`src/rtl/wash_pkg.sv`:
```
// Shared types, price/duration tables and BCD helpers for the wash run.
// No ports: imported by wash_run and wash_run_tick_gen.
package wash_pkg;

  typedef enum logic [2:0] {
    S_IDLE,
    S_CHARGE,
    S_WASH,
    S_RINSE,
    S_SPIN,
    S_FINISH,
    S_ERR
  } state_t;

  localparam logic [7:0] HEAVY_WEIGHT = 8'h20;
  localparam logic [7:0] HEAVY_EXTRA  = 8'h05;

  function automatic logic [11:0] price(
    input logic [1:0] m
  );
    logic [11:0] p;
    case (m)
      2'd0:    p = 12'h010;
      2'd1:    p = 12'h020;
      2'd2:    p = 12'h030;
      default: p = 12'h015;
    endcase
    return p;
  endfunction

  // idx: 0 wash, 1 rinse, 2 spin
  function automatic logic [7:0] dur(
    input logic [1:0] m,
    input logic [1:0] idx
  );
    logic [7:0] d;
    case ({m, idx})
      4'b00_00: d = 8'h06;
      4'b00_01: d = 8'h04;
      4'b00_10: d = 8'h03;
      4'b01_00: d = 8'h10;
      4'b01_01: d = 8'h06;
      4'b01_10: d = 8'h05;
      4'b10_00: d = 8'h15;
      4'b10_01: d = 8'h08;
      4'b10_10: d = 8'h06;
      4'b11_10: d = 8'h08;
      default:  d = 8'h00;
    endcase
    return d;
  endfunction

  // Valid BCD orders the same way as plain binary.
  function automatic logic bcd_ge3(
    input logic [11:0] a,
    input logic [11:0] b
  );
    return a >= b;
  endfunction

  function automatic logic [11:0] bcd_sub3(
    input logic [11:0] a,
    input logic [11:0] b
  );
    logic [11:0] r;
    logic [4:0]  d;
    logic        br;
    r  = '0;
    br = 1'b0;
    for (int i = 0; i < 3; i++) begin
      d = {1'b0, a[i*4 +: 4]}
        - {1'b0, b[i*4 +: 4]}
        - {4'd0, br};
      // negative digit: add ten, borrow
      br = d[4];
      if (br) d = d + 5'd10;
      r[i*4 +: 4] = d[3:0];
    end
    return r;
  endfunction

  function automatic logic [7:0] bcd_add2(
    input logic [7:0] a,
    input logic [7:0] b
  );
    logic [4:0] lo;
    logic [3:0] hi;
    lo = {1'b0, a[3:0]} + {1'b0, b[3:0]};
    hi = a[7:4] + b[7:4];
    if (lo > 5'd9) begin
      lo = lo - 5'd10;
      hi = hi + 4'd1;
    end
    return {hi, lo[3:0]};
  endfunction

  function automatic logic [7:0] bcd_dec2(
    input logic [7:0] a
  );
    logic [7:0] r;
    if (a[3:0] == 4'd0) r = {a[7:4] - 4'd1, 4'd9};
    else                r = {a[7:4], a[3:0] - 4'd1};
    return r;
  endfunction

endpackage

```
`src/rtl/wash_run_tick_gen.sv`:
```
// Prescaler producing a one-cycle tick every TICK_DIV enabled cycles.
// Ports: clk, rst, en (count), clr (restart at 0), tick.
module wash_run_tick_gen #(
  parameter int TICK_DIV = 100000000
) (
  input  logic clk,
  input  logic rst,
  input  logic en,
  input  logic clr,
  output logic tick
);

  localparam int W = (TICK_DIV > 1) ? $clog2(TICK_DIV) : 1;
  localparam logic [W-1:0] LAST = W'(TICK_DIV - 1);

  logic [W-1:0] cnt;

  assign tick = en && (cnt == LAST);

  // disabled cycles hold cnt so a pause resumes mid-second
  always_ff @(posedge clk) begin
    if (rst || clr) cnt <= '0;
    else if (tick)  cnt <= '0;
    else if (en)    cnt <= cnt + 1'b1;
  end

endmodule

```
`src/rtl/wash_run.sv`:
```
// Wash cycle runner: charge, WASH/RINSE/SPIN countdown, alarm, done.
// Ports: clk, rst, start, bal_in, mode, weight, lid_open, abort ->
//        bal_out, busy, done, err, paused, phase_led, sec_bcd, blink.
module wash_run
  import wash_pkg::*;
#(
  parameter int TICK_DIV = 100000000,
  parameter int ALARM_S  = 3
) (
  input  logic        clk,
  input  logic        rst,
  input  logic        start,
  input  logic [11:0] bal_in,
  input  logic [1:0]  mode,
  input  logic [7:0]  weight,
  input  logic        lid_open,
  input  logic        abort,
  output logic [11:0] bal_out,
  output logic        busy,
  output logic        done,
  output logic        err,
  output logic        paused,
  output logic [2:0]  phase_led,
  output logic [7:0]  sec_bcd,
  output logic        blink
);

  localparam int AW = (ALARM_S > 1) ? $clog2(ALARM_S + 1) : 1;
  localparam logic [AW-1:0] A_LAST = AW'(ALARM_S - 1);

  state_t state, state_n;

  logic [11:0]   bal_q;
  logic [1:0]    mode_q;
  logic [7:0]    weight_q;
  logic [AW-1:0] acnt, acnt_n;
  logic [11:0]   bal_n;
  logic [7:0]    sec_n;
  logic          busy_n, done_n, blink_n;
  logic          take, in_ph, alarm, tick, tg_en, tg_clr;

  function automatic logic [7:0] ph_dur(
    input state_t     s,
    input logic [1:0] m,
    input logic [7:0] w
  );
    logic [7:0] d;
    case (s)
      S_WASH: begin
        d = dur(m, 2'd0);
        if (d != 8'h00 && w >= HEAVY_WEIGHT)
          d = bcd_add2(d, HEAVY_EXTRA);
      end
      S_RINSE: d = dur(m, 2'd1);
      S_SPIN:  d = dur(m, 2'd2);
      default: d = 8'h00;
    endcase
    return d;
  endfunction

  // first later phase with nonzero duration, else FINISH
  function automatic state_t next_ph(
    input state_t     s,
    input logic [1:0] m
  );
    state_t r;
    r = S_FINISH;
    if (s == S_CHARGE && dur(m, 2'd0) != 8'h00)
      r = S_WASH;
    else if ((s == S_CHARGE || s == S_WASH)
             && dur(m, 2'd1) != 8'h00)
      r = S_RINSE;
    else if (s != S_SPIN && s != S_FINISH
             && dur(m, 2'd2) != 8'h00)
      r = S_SPIN;
    return r;
  endfunction

  assign in_ph = (state == S_WASH) || (state == S_RINSE)
              || (state == S_SPIN);
  assign alarm = (state == S_FINISH) || (state == S_ERR);
  assign take  = (state == S_IDLE) && start && !done;

  assign tg_en  = (in_ph && !lid_open) || alarm;
  assign tg_clr = (state_n != state);

  wash_run_tick_gen #(
    .TICK_DIV (TICK_DIV)
  ) u_tick (
    .clk  (clk),
    .rst  (rst),
    .en   (tg_en),
    .clr  (tg_clr),
    .tick (tick)
  );

  assign err    = (state == S_ERR);
  assign paused = in_ph && lid_open;

  always_comb begin
    phase_led = 3'b000;
    unique case (1'b1)
      (state == S_WASH):  phase_led = 3'b001;
      (state == S_RINSE): phase_led = 3'b010;
      (state == S_SPIN):  phase_led = 3'b100;
      default:            phase_led = 3'b000;
    endcase
  end

  always_comb begin
    state_n = state;
    bal_n   = bal_out;
    sec_n   = sec_bcd;
    busy_n  = busy;
    done_n  = 1'b0;
    blink_n = blink;
    acnt_n  = acnt;
    case (state)
      S_IDLE: begin
        if (take) begin
          state_n = S_CHARGE;
          busy_n  = 1'b1;
        end
      end
      S_CHARGE: begin
        if (abort) begin
          state_n = S_IDLE;
          done_n  = 1'b1;
          busy_n  = 1'b0;
        end else if (bcd_ge3(bal_q, price(mode_q))) begin
          bal_n   = bcd_sub3(bal_q, price(mode_q));
          state_n = next_ph(S_CHARGE, mode_q);
          sec_n   = ph_dur(state_n, mode_q, weight_q);
          acnt_n  = '0;
          blink_n = 1'b0;
        end else begin
          bal_n   = bal_q;
          state_n = S_ERR;
          sec_n   = 8'h00;
          acnt_n  = '0;
          blink_n = 1'b0;
        end
      end
      S_WASH, S_RINSE, S_SPIN: begin
        if (abort) begin
          state_n = S_IDLE;
          done_n  = 1'b1;
          busy_n  = 1'b0;
          sec_n   = 8'h00;
        end else if (tick) begin
          if (sec_bcd == 8'h01) begin
            state_n = next_ph(state, mode_q);
            sec_n   = ph_dur(state_n, mode_q, weight_q);
            acnt_n  = '0;
            blink_n = 1'b0;
          end else begin
            sec_n = bcd_dec2(sec_bcd);
          end
        end
      end
      S_FINISH, S_ERR: begin
        if (tick) begin
          if (acnt == A_LAST) begin
            state_n = S_IDLE;
            done_n  = 1'b1;
            busy_n  = 1'b0;
            blink_n = 1'b0;
          end else begin
            acnt_n  = acnt + 1'b1;
            blink_n = ~blink;
          end
        end
      end
      default: begin
        state_n = S_IDLE;
        busy_n  = 1'b0;
      end
    endcase
  end

  always_ff @(posedge clk) begin
    if (rst) begin
      state    <= S_IDLE;
      bal_out  <= '0;
      sec_bcd  <= '0;
      busy     <= 1'b0;
      done     <= 1'b0;
      blink    <= 1'b0;
      acnt     <= '0;
      bal_q    <= '0;
      mode_q   <= '0;
      weight_q <= '0;
    end else begin
      state   <= state_n;
      bal_out <= bal_n;
      sec_bcd <= sec_n;
      busy    <= busy_n;
      done    <= done_n;
      blink   <= blink_n;
      acnt    <= acnt_n;
      if (take) begin
        bal_q    <= bal_in;
        mode_q   <= mode;
        weight_q <= weight;
      end
    end
  end

endmodule

```
`config.mk`:
```
export PLATFORM = sky130hd
export DESIGN_NAME = wash_run
export DESIGN_NICKNAME = d
export VERILOG_FILES = /design/src/rtl/wash_pkg.sv /design/src/rtl/wash_run_tick_gen.sv /design/src/rtl/wash_run.sv
export SDC_FILE = /design/constraint.sdc
export NUM_CORES = 1
export LEC_CHECK = 0
export CORE_ASPECT_RATIO = 1.4
export CORE_UTILIZATION = 50
export CTS_CLUSTER_SIZE = 16
export DETAILED_ROUTE_END_ITERATION = 8
export DONT_BUFFER_PORTS = 1
export PLACE_DENSITY = 0.72
export SYNTH_ARGS = -nofsm -noshare
export SYNTH_HDL_FRONTEND = slang
export SYNTH_SLANG_ARGS = --single-unit
```
`constraint.sdc`:
```
create_clock -name clk -period 5.2 [get_ports clk]
set_clock_uncertainty 0.1 [all_clocks]
set_input_delay 0.52 -clock clk [delete_from_list [all_inputs] [get_ports clk]]
set_output_delay 0.52 -clock clk [all_outputs]
set_load 0.03 [all_outputs]
```
Yosys cells after proc, flatten, opt, wreduce, memory -nomap -nowiden
Cells that the tools add are included.
- bits in registers: 77
- logic and storage cells: 220
- input port bits: 27
- output and inout bits: 28
- multiplexer cells: 110
- reductions and logical operators: 42
- bitwise logic cells: 2
- add/sub/neg operators: 18
- order comparisons: 4
- equality and inequality tests: 32
- operators with widths (kind ; number):
    $mux W8 ; 44
    $mux W12 ; 6
    $reduce_bool A8 Y1 ; 8
    $mux W3 ; 19
    $pmux W8 S3 ; 2
    $pmux W8 S4 ; 1
    $mux W4 ; 7
    $add A27 B1 Y27 const B ; 1
    $eq A27 B27 Y1 const B ; 1
    $eq A3 B2 Y1 const B ; 6
    $pmux W6 S3 ; 1
    $ne A2 B2 Y1 const B ; 8
    $pmux W8 S2 ; 1
    $eq A3 B3 Y1 const B ; 5
    $mux W1 ; 15
    $pmux W5 S3 ; 1
    $sub A4 B4 Y5 ; 3
    $add A4 B4 Y4 const B ; 3
    $ge A12 B12 Y1 ; 1
    $mux W2 ; 6
    $pmux W3 S4 ; 1
    $pmux W4 S3 ; 1
    $logic_and A1 B1 Y1 ; 11
    $add A4 B3 Y5 const B ; 2
    35 further kinds ; 54

Logic depth before layout (Yosys ltp)
- word-level depth: 48
- gate-level depth with buffers: 19
- depth with buffers taken out: 18

By module
A second synthesis with hierarchy kept.
- cells, all modules: 594
- area, all modules: 4784.6 um2
- by module, submodules not included (module ; times used ; cells each ; area an instance (um2) ; seq. area each (um2)):
    wash_run ; 1 ; 428 ; 3274.4 ; 900.9
    wash_run_tick_gen ; 1 ; 166 ; 1510.2 ; 540.5

Worst setup path before layout
Ideal clock, no wire load.
- path kind: reg-to-reg
- from: register mode_q[0]
- to: register bal_out[11]
- required time: 5.014 ns
- arrival time: 4.040 ns
- path slack: 0.975 ns
- path buffers: 1
- period minus slack after synthesis: 4.225 ns
- cell stages (with the launch flop): 18
- cells stage by stage: dfxtp_1 ha_1 buf_2 inv_1 ha_1 nor2b_1 nor3_1 fa_1 inv_1 fa_1 nor3_1 ha_1 ha_1 nor4b_1 xor2_1 nand2_1 xor2_1 a211oi_1
- cells in the longest elaborated chain, start to end: 11
- ends and longest elaborated chain (element ; RTL line ; text):
    start, declared ; wash_run.sv:34 ; logic [1:0] mode_q;
    start signal, assigned ; wash_run.sv:203 ; mode_q <= mode;
    $eq A2 B2 Y1 (tied with other cells) ; wash_pkg.sv:22 ; case (m)
    $pmux W6 S3 (*) ; wash_pkg.sv:22 ;
    $mux W12 ; wash_run.sv:130 ; end else if (bcd_ge3(bal_q, price(mode_q))) begin
    $mux W12 ; wash_run.sv:126 ; if (abort) begin
    $mux W12 ; wash_run.sv:118 ; case (state)
    $sub A4 B4 Y5 ; wash_pkg.sv:72 ; - {1'b0, b[i*4 +: 4]}
    $sub A5 B1 Y5 (2 in a row) ; wash_pkg.sv:73 ; - {4'd0, br};
    $add A4 B4 Y4 ; wash_pkg.sv:76 ; if (br) d = d + 5'd10;
    $mux W4 ; wash_pkg.sv:76 ;
    $mux W12 (*) ; wash_run.sv:130 ;
    end signal, assigned ; wash_run.sv:195 ; bal_out <= bal_n;
    end, declared ; wash_run.sv:18 ; output logic [11:0] bal_out,
Mark *: on every way between the ends. The rest lies on a longest branch, timed or not. The select of a mux whose other input is x is not followed.
A chain may end at the register's enable or synchronous reset.

Worst setup path after layout
Same ends and word-level chain as after synthesis.

==> results_dict.tcl <==
set metrics [dict create \
    post_cts_buffers 0 \
    dieArea_um2 10160 \
    critical_path.startpoint_type "register" \
    area_growth_syn_to_layout_pct 6.128 \
    overflow 0 \
    numPlacedInstances 684 \
    most_used_cells_in_the_layout_excluding_fill_and_tap_cells "76 x sky130_fd_sc_hd__nand2_1, 72 x sky130_fd_sc_hd__dfxtp_1, 51 x sky130_fd_sc_hd__a21oi_1, 50 x sky130_fd_sc_hd__nor2_1, 33 x sky130_fd_sc_hd__ha_1" \
    relSlewSlack_pct 23.96 \
    grt_first_pass_wirelength_mm 20.22 \
    ys_dominant_reg_cell "sky130_fd_sc_hd__dfxtp_1" \
    max_freq_mhz 220.1 \
    drtAntennaViolNets 0 \
    final_period_minus_worst_setup_slack_ps 4544 \
    detailedRoute.firstPassIterationCount 5 \
    critPathMaxFanout 7 \
    antenna_cells 0 \
    synth_seq_area_share_pct 29.54 \
    data_arrival_time_of_the_critical_path_ps 4700 \
    grt_max_degree 47 \
    synth_nets 665 \
    cts_hold_repair.buffers 0 \
    die-width_um 85.49 \
    timing.final.max_slew_violations 0 \
    clock_insertion_delay_worst_skew_ps 340 \
    antenna_found_initial 0 \
    setup_total_negative_slack_ps 0 \
    final_util_pct 54.75 \
    rsz0062_at_grt "false" \
    post_synth.cell_area_avg_um2 8.092 \
    cellLeakagePower_nw 1.824 \
    hold-path-cell-count 1 \
    hpwl_mm 8.517 \
    final_estimated_routing_congestion_in_global_placement 0.9210 \
    cts-htree-levels 3 \
    warning_count_from_the_yosys_run 0 \
    ff2ff_path_depth 16 \
    setup_slack_ps 655.6 \
    finish.net_count 647 \
    hold_violations 0 \
    start_util_pct 51.59 \
    gr-usage-all-layers_pct 24.46 \
    tritoncts.num_buffers 9 \
    routed_vias 4318 \
    endpoint_class_of_the_critical_path "register" \
    tritoncts_num_sinks 72 \
    fillCellCount 854 \
    timing.hold.ws_ps 150.1 \
    asyncSetResetFlopFracSynth_pct 0 \
    post_synthesis_cell_type_count 64 \
    cts.clk_slew.worst_paths_ps 60 \
    syn_area_um2 4880 \
    die_h_um 118.9 \
    power_per_cell_area_nw_per_um2 296.9 \
    layout_cell_share_with_drive_strength_beyond_1_pct 9.661 \
    maxCapViolations 0 \
    num_rows 42 \
    post-route-cell-area_um2 5179 \
    ys_ff_latch 72 \
    worst_slew_pin_slew_ps 1117 \
    clockRootBuffer "sky130_fd_sc_hd__clkbuf_16" \
    total_power_mw 1.538 \
    setup_viol 0 \
    number_of_global_route_vias_before_repair 4150 \
    core_area_um2 9459 \
    drt-vias-per-instance 6.169 \
    dpl_cell_area_um2 4912 \
    required_ps 5350 \
    synth_edf_count 0 \
    postSynthCellCount 603 \
    totalWireLength_mm 11.68 \
    cts.path.max_buffers 2 \
    drc_errors 0 \
    wl_per_cell_um 16.69 \
    num_io_pins 55 \
    critical_path_class "register to register" \
    clock_tree_from_tritoncts "built" \
    fin_crit_sh_pct 87.39 \
    io_buffers 0 \
    worst_ir_drop_vdd_uv 243.6 \
    outcome "completed" \
    worst_hold_path_type "primary input to register" \
    drt_iter0_markers 281 \
    place_ws_ps 730.3 \
    cts-resized-gates 0 \
    layout_commonest_cell "sky130_fd_sc_hd__nand2_1" \
    final_cells 700 \
]
[worst paths after layout]
check,from,to,slack (ps)
setup / recovery,mode_q[0],bal_out[11],660
hold / removal,rst,sec_bcd[7],150
setup reg to reg,mode_q[0],bal_out[11],660
hold reg to reg,weight_q[5],weight_q[5],350
[power breakdown]
part	total (mW)	switching [mW]	internal, mW
sequential	0.621	0.0479	0.573
combinational	0.359	0.219	0.140
clock	0.558	0.236	0.322
total	1.54	0.503	1.03
[logic make-up (layout without fill, tap and decap cells)]
| group | after synthesis | count (layout) | synth area share [%] |
|---|---|---|---|
| AO/OA/AOI/OAI | 146 | 146 | 22.23 |
| adder cells (fa/ha/maj) | 35 | 35 | 9.282 |
| AND/OR/NAND/NOR | 236 | 236 | 23.90 |
| XOR/XNOR | 43 | 43 | 7.718 |
| buffers and inverters | 64 | 51 | 5.641 |
| flip-flops | 72 | 72 | 29.54 |
| multiplexers | 7 | 7 | 1.692 |
[sequential cells by signal (all words and copies together), names as in the netlist]
signal      count
blink           1
acnt            2
busy            1
mode_q          2
state           3
weight_q        3
bal_out        12
done            1
u_tick.cnt     27
sec_bcd         8
bal_q          12
[cell type report]
| type | instances | area, um^2 | share of cell area (%) |
|---|---|---|---|
| clock buffer | 11 | 232.7 | 4.494 |
| sequential | 72 | 1441 | 27.83 |
| inverter | 30 | 112.6 | 2.174 |
| multi-input combinational | 467 | 3183 | 61.46 |
| tap | 110 | 137.6 | 2.658 |
| clock inverter | 5 | 33.78 | 0.6523 |
| timing repair buffer | 5 | 37.54 | 0.7248 |
[critical path, cell delays in order (launching register included)]
cell,delay [ps]
sky130_fd_sc_hd__dfxtp_1,430
sky130_fd_sc_hd__ha_1,350
sky130_fd_sc_hd__nor2b_1,230
sky130_fd_sc_hd__ha_1,220
sky130_fd_sc_hd__nor2b_1,80
sky130_fd_sc_hd__nor3_1,440
sky130_fd_sc_hd__fa_1,260
sky130_fd_sc_hd__inv_1,60
sky130_fd_sc_hd__fa_1,480
sky130_fd_sc_hd__nor3_1,290
sky130_fd_sc_hd__ha_1,310
sky130_fd_sc_hd__ha_1,190
sky130_fd_sc_hd__nor4b_1,410
sky130_fd_sc_hd__xor2_1,180
sky130_fd_sc_hd__nand2_1,70
sky130_fd_sc_hd__xor2_1,150
sky130_fd_sc_hd__a211oi_1,210
[layer usage]
layer | share of wire, % | vias up | global-route usage [%]
met3 | 5.6 | 40 | 5.267
met4 | 3.8 | 0 | 12.19
met1 | 41 | 2014 | 28.88
met5 | 0 | - | 0
met2 | 50 | 148 | 41.40
li1 | - | 2116 | -
[Yosys cell counts (15+ instances only)]
master / instances / area share, %
sky130_fd_sc_hd__a211oi_1: 16 / 2.5
sky130_fd_sc_hd__a211oi_2: 20 / 5.1
sky130_fd_sc_hd__a21oi_1: 51 / 5.2
sky130_fd_sc_hd__clkbuf_1: 22 / 1.7
sky130_fd_sc_hd__dfxtp_1: 72 / 30
sky130_fd_sc_hd__ha_1: 33 / 8.5
sky130_fd_sc_hd__inv_1: 30 / 2.3
sky130_fd_sc_hd__nand2_1: 76 / 5.8
sky130_fd_sc_hd__nand3_1: 18 / 1.8
sky130_fd_sc_hd__nor2_1: 50 / 3.8
sky130_fd_sc_hd__nor3_1: 15 / 1.5
sky130_fd_sc_hd__xnor2_1: 18 / 3.2
sky130_fd_sc_hd__xor2_1: 25 / 4.5
No activity file was read; power rests on OpenSTA's default activity.
==> RTL change, RTL diff (same flow settings) <==
Register the inputs `start`, `bal_in`, `mode`, `weight`, `lid_open` and `abort` before use. The logic sees them one clock later.
--- a/src/rtl/wash_run.sv
+++ b/src/rtl/wash_run.sv
@@ -28,6 +28,22 @@
   localparam int AW = (ALARM_S > 1) ? $clog2(ALARM_S + 1) : 1;
   localparam logic [AW-1:0] A_LAST = AW'(ALARM_S - 1);
 
+  logic start_q;
+  logic [11:0] bal_r;
+  logic [1:0] mode_r;
+  logic [7:0] weight_r;
+  logic lid_open_q;
+  logic abort_q;
+
+  always_ff @(posedge clk) begin
+    start_q    <= start;
+    bal_r      <= bal_in;
+    mode_r     <= mode;
+    weight_r   <= weight;
+    lid_open_q <= lid_open;
+    abort_q    <= abort;
+  end
+
   state_t state, state_n;
 
   logic [11:0]   bal_q;
@@ -79,9 +95,9 @@
   assign in_ph = (state == S_WASH) || (state == S_RINSE)
               || (state == S_SPIN);
   assign alarm = (state == S_FINISH) || (state == S_ERR);
-  assign take  = (state == S_IDLE) && start && !done;
-
-  assign tg_en  = (in_ph && !lid_open) || alarm;
+  assign take  = (state == S_IDLE) && start_q && !done;
+
+  assign tg_en  = (in_ph && !lid_open_q) || alarm;
   assign tg_clr = (state_n != state);
 
   wash_run_tick_gen #(
@@ -95,7 +111,7 @@
   );
 
   assign err    = (state == S_ERR);
-  assign paused = in_ph && lid_open;
+  assign paused = in_ph && lid_open_q;
 
   always_comb begin
     phase_led = 3'b000;
@@ -123,7 +139,7 @@
         end
       end
       S_CHARGE: begin
-        if (abort) begin
+        if (abort_q) begin
           state_n = S_IDLE;
           done_n  = 1'b1;
           busy_n  = 1'b0;
@@ -142,7 +158,7 @@
         end
       end
       S_WASH, S_RINSE, S_SPIN: begin
-        if (abort) begin
+        if (abort_q) begin
           state_n = S_IDLE;
           done_n  = 1'b1;
           busy_n  = 1'b0;
@@ -199,9 +215,9 @@
       blink   <= blink_n;
       acnt    <= acnt_n;
       if (take) begin
-        bal_q    <= bal_in;
-        mode_q   <= mode;
-        weight_q <= weight;
+        bal_q    <= bal_r;
+        mode_q   <= mode_r;
+        weight_q <= weight_r;
       end
     end
   end
Behaviour: not the same (Yosys sat finds a counterexample within 4 cycles, from zero or initial values and one cycle with rst high).
==> RTL change against the original RTL <==
- sequential cell count grew 20
- die area grew 8.4%
- clock power grew 9.9%
- hold slack lost 0.058 ns
- critical path type unchanged
- setup slack lost 0.037 ns
- wire length grew 7.7%
- final area grew 9.0%
- total power grew 15%
- first-iteration DRC count grew 37%
- cell count grew 9.7%
- critical path depth is the same
- area after synthesis grew 8.6%
- count of clock-buffer cells in the layout shrank 1
==> RTL change: results (changes against the original RTL) <==
- Outcome: finished, final reports clean
- Worst-case clock buffer depth: 2 (unchanged)
- Clk pin slew, worst setup/hold paths: approximately 0.070 ns
- Max FFs per register: 27 (unchanged)
- # Max-Cap Violations: 0 (unchanged)
- Area contributors post-synth: dfxtp_1 (35%), ha_1 (7.8%), nand2_1 (5.2%)
- First-pass GRT wire length: 20.4 mm (+0.75%)
- Nets: 687 (+6.2%)
- Dpl hpwl: 8.94 mm (+5.0%)
- Initial antenna violation count: 0 (unchanged)
- CTS buffer count: 9 (unchanged)
- CP max FO: 9 (+2)
- Post-route ant nets: 0 (unchanged)
- GRT Residual Overflow: 0 (unchanged)
- Critical Path Max Stage Delay: 0.45 ns (-0.03 ns)
- Initial DRC count: 385 (+37%)
- Synth cell count leaders: dfxtp_1 (92), nand2_1 (74), nor2_1 (53)
- Worst vdd ir: 0.239 mV (-1.8%)
- DR WL/cell: 16.4 um (-1.8%)
- Yosys warnings: 0 (unchanged)
- Number of antenna diodes: 0 (unchanged)
- Routability cong.: 0.883 (-4.1%)
- Setup Fix Bufs, Post-CTS: 0 (unchanged)
- Distinct cells, synth: 67 (+4.7%)
- All-layer global routing usage: 0.238 (-0.00640)
- Syn Nets: 706 (+6.2%)
- CP delay by family, top: adder cells
- Maximum number of pins on one net before global-route repair: 49 (+4.3%)
- Port buffer count: 0 (unchanged)
- CP max-delay cell: fa_1
- Hold Fails Final Rpt: 0 (unchanged)
- FFs w/ async S/R, synth: 0 (unchanged)
- Drt first pass iters: 8 (+3)
- Sequential fraction of the synthesis area: 0.348 (+0.0522)
- CP arrival: 4.73 ns (+0.03 ns)
- Leakage: 2.13 nW (+17%)
- Vias in the first global route: 4380 (+5.5%)
- Worst-margin pin slew: 1.06 ns (-0.0569 ns)
- Fillers: 996 (+17%)
- H-tree Lvls: 3 (unchanged)
- Vias post-DR: 4653 (+7.8%)
- Share of cells above drive strength 1: 0.0698 (-0.0268)
[RTL change: cell families after synthesis]
logic type,after synthesis,synth area share
AND/OR/NAND/NOR,265,0.264
AO/OA/AOI/OAI,130,0.160
flip-flops,92,0.348
buffers and inverters,71,0.0555
XOR/XNOR,44,0.0727
adder cells (fa/ha/maj),35,0.0855
multiplexers,7,0.0149
[RTL change: final timing paths]
check | start | end | slack [ns] | cells past startpoint
setup / recovery | mode_q[0] | bal_out[11] | 0.62 | 16
setup reg to reg | mode_q[0] | bal_out[11] | 0.62 | 16
hold / removal | start | start_q | 0.09 | 0
hold reg to reg | bal_r[9] | bal_q[9] | 0.33 | 2
[RTL change: through the flow]
step / setup slack (ns) / area (um2) / cells / utilization
floorplan: 1.05 / 5300 / 644 / -
global placement: 0.881 / 5370 / 752 / 0.519
detailed placement: 0.641 / 5370 / 752 / 0.519
CTS: 0.635 / 5640 / 768 / 0.545
global route: 0.300 / 5650 / 768 / 0.546
finish: 0.619 / 5650 / 768 / 0.546
[RTL change: report_power, final]
part / switching [mW] / total [mW] / internal (mW)
Sequential: 0.0567 / 0.791 / 0.734
Clock: 0.285 / 0.613 / 0.328
Combinational: 0.217 / 0.361 / 0.143
[RTL change: final cells by class]
cell class                 count  area, um2  area share
clock buffer                  10        229      0.0405
clock inverter                 6       46.3     0.00820
inverter                      36        135      0.0239
multi-input combinational    481       3180       0.564
sequential                    92       1840       0.326
tap                          138        173      0.0306
timing repair buffer           5       37.5     0.00665
[RTL change: per-layer routing]
metal | part of all wire | vias to the layer above | track usage
met5 | 0 | - | 0
met4 | 0.033 | 0 | 0.127
met3 | 0.043 | 37 | 0.0451
met2 | 0.52 | 137 | 0.407
met1 | 0.41 | 2213 | 0.280
li1 | - | 2266 | -
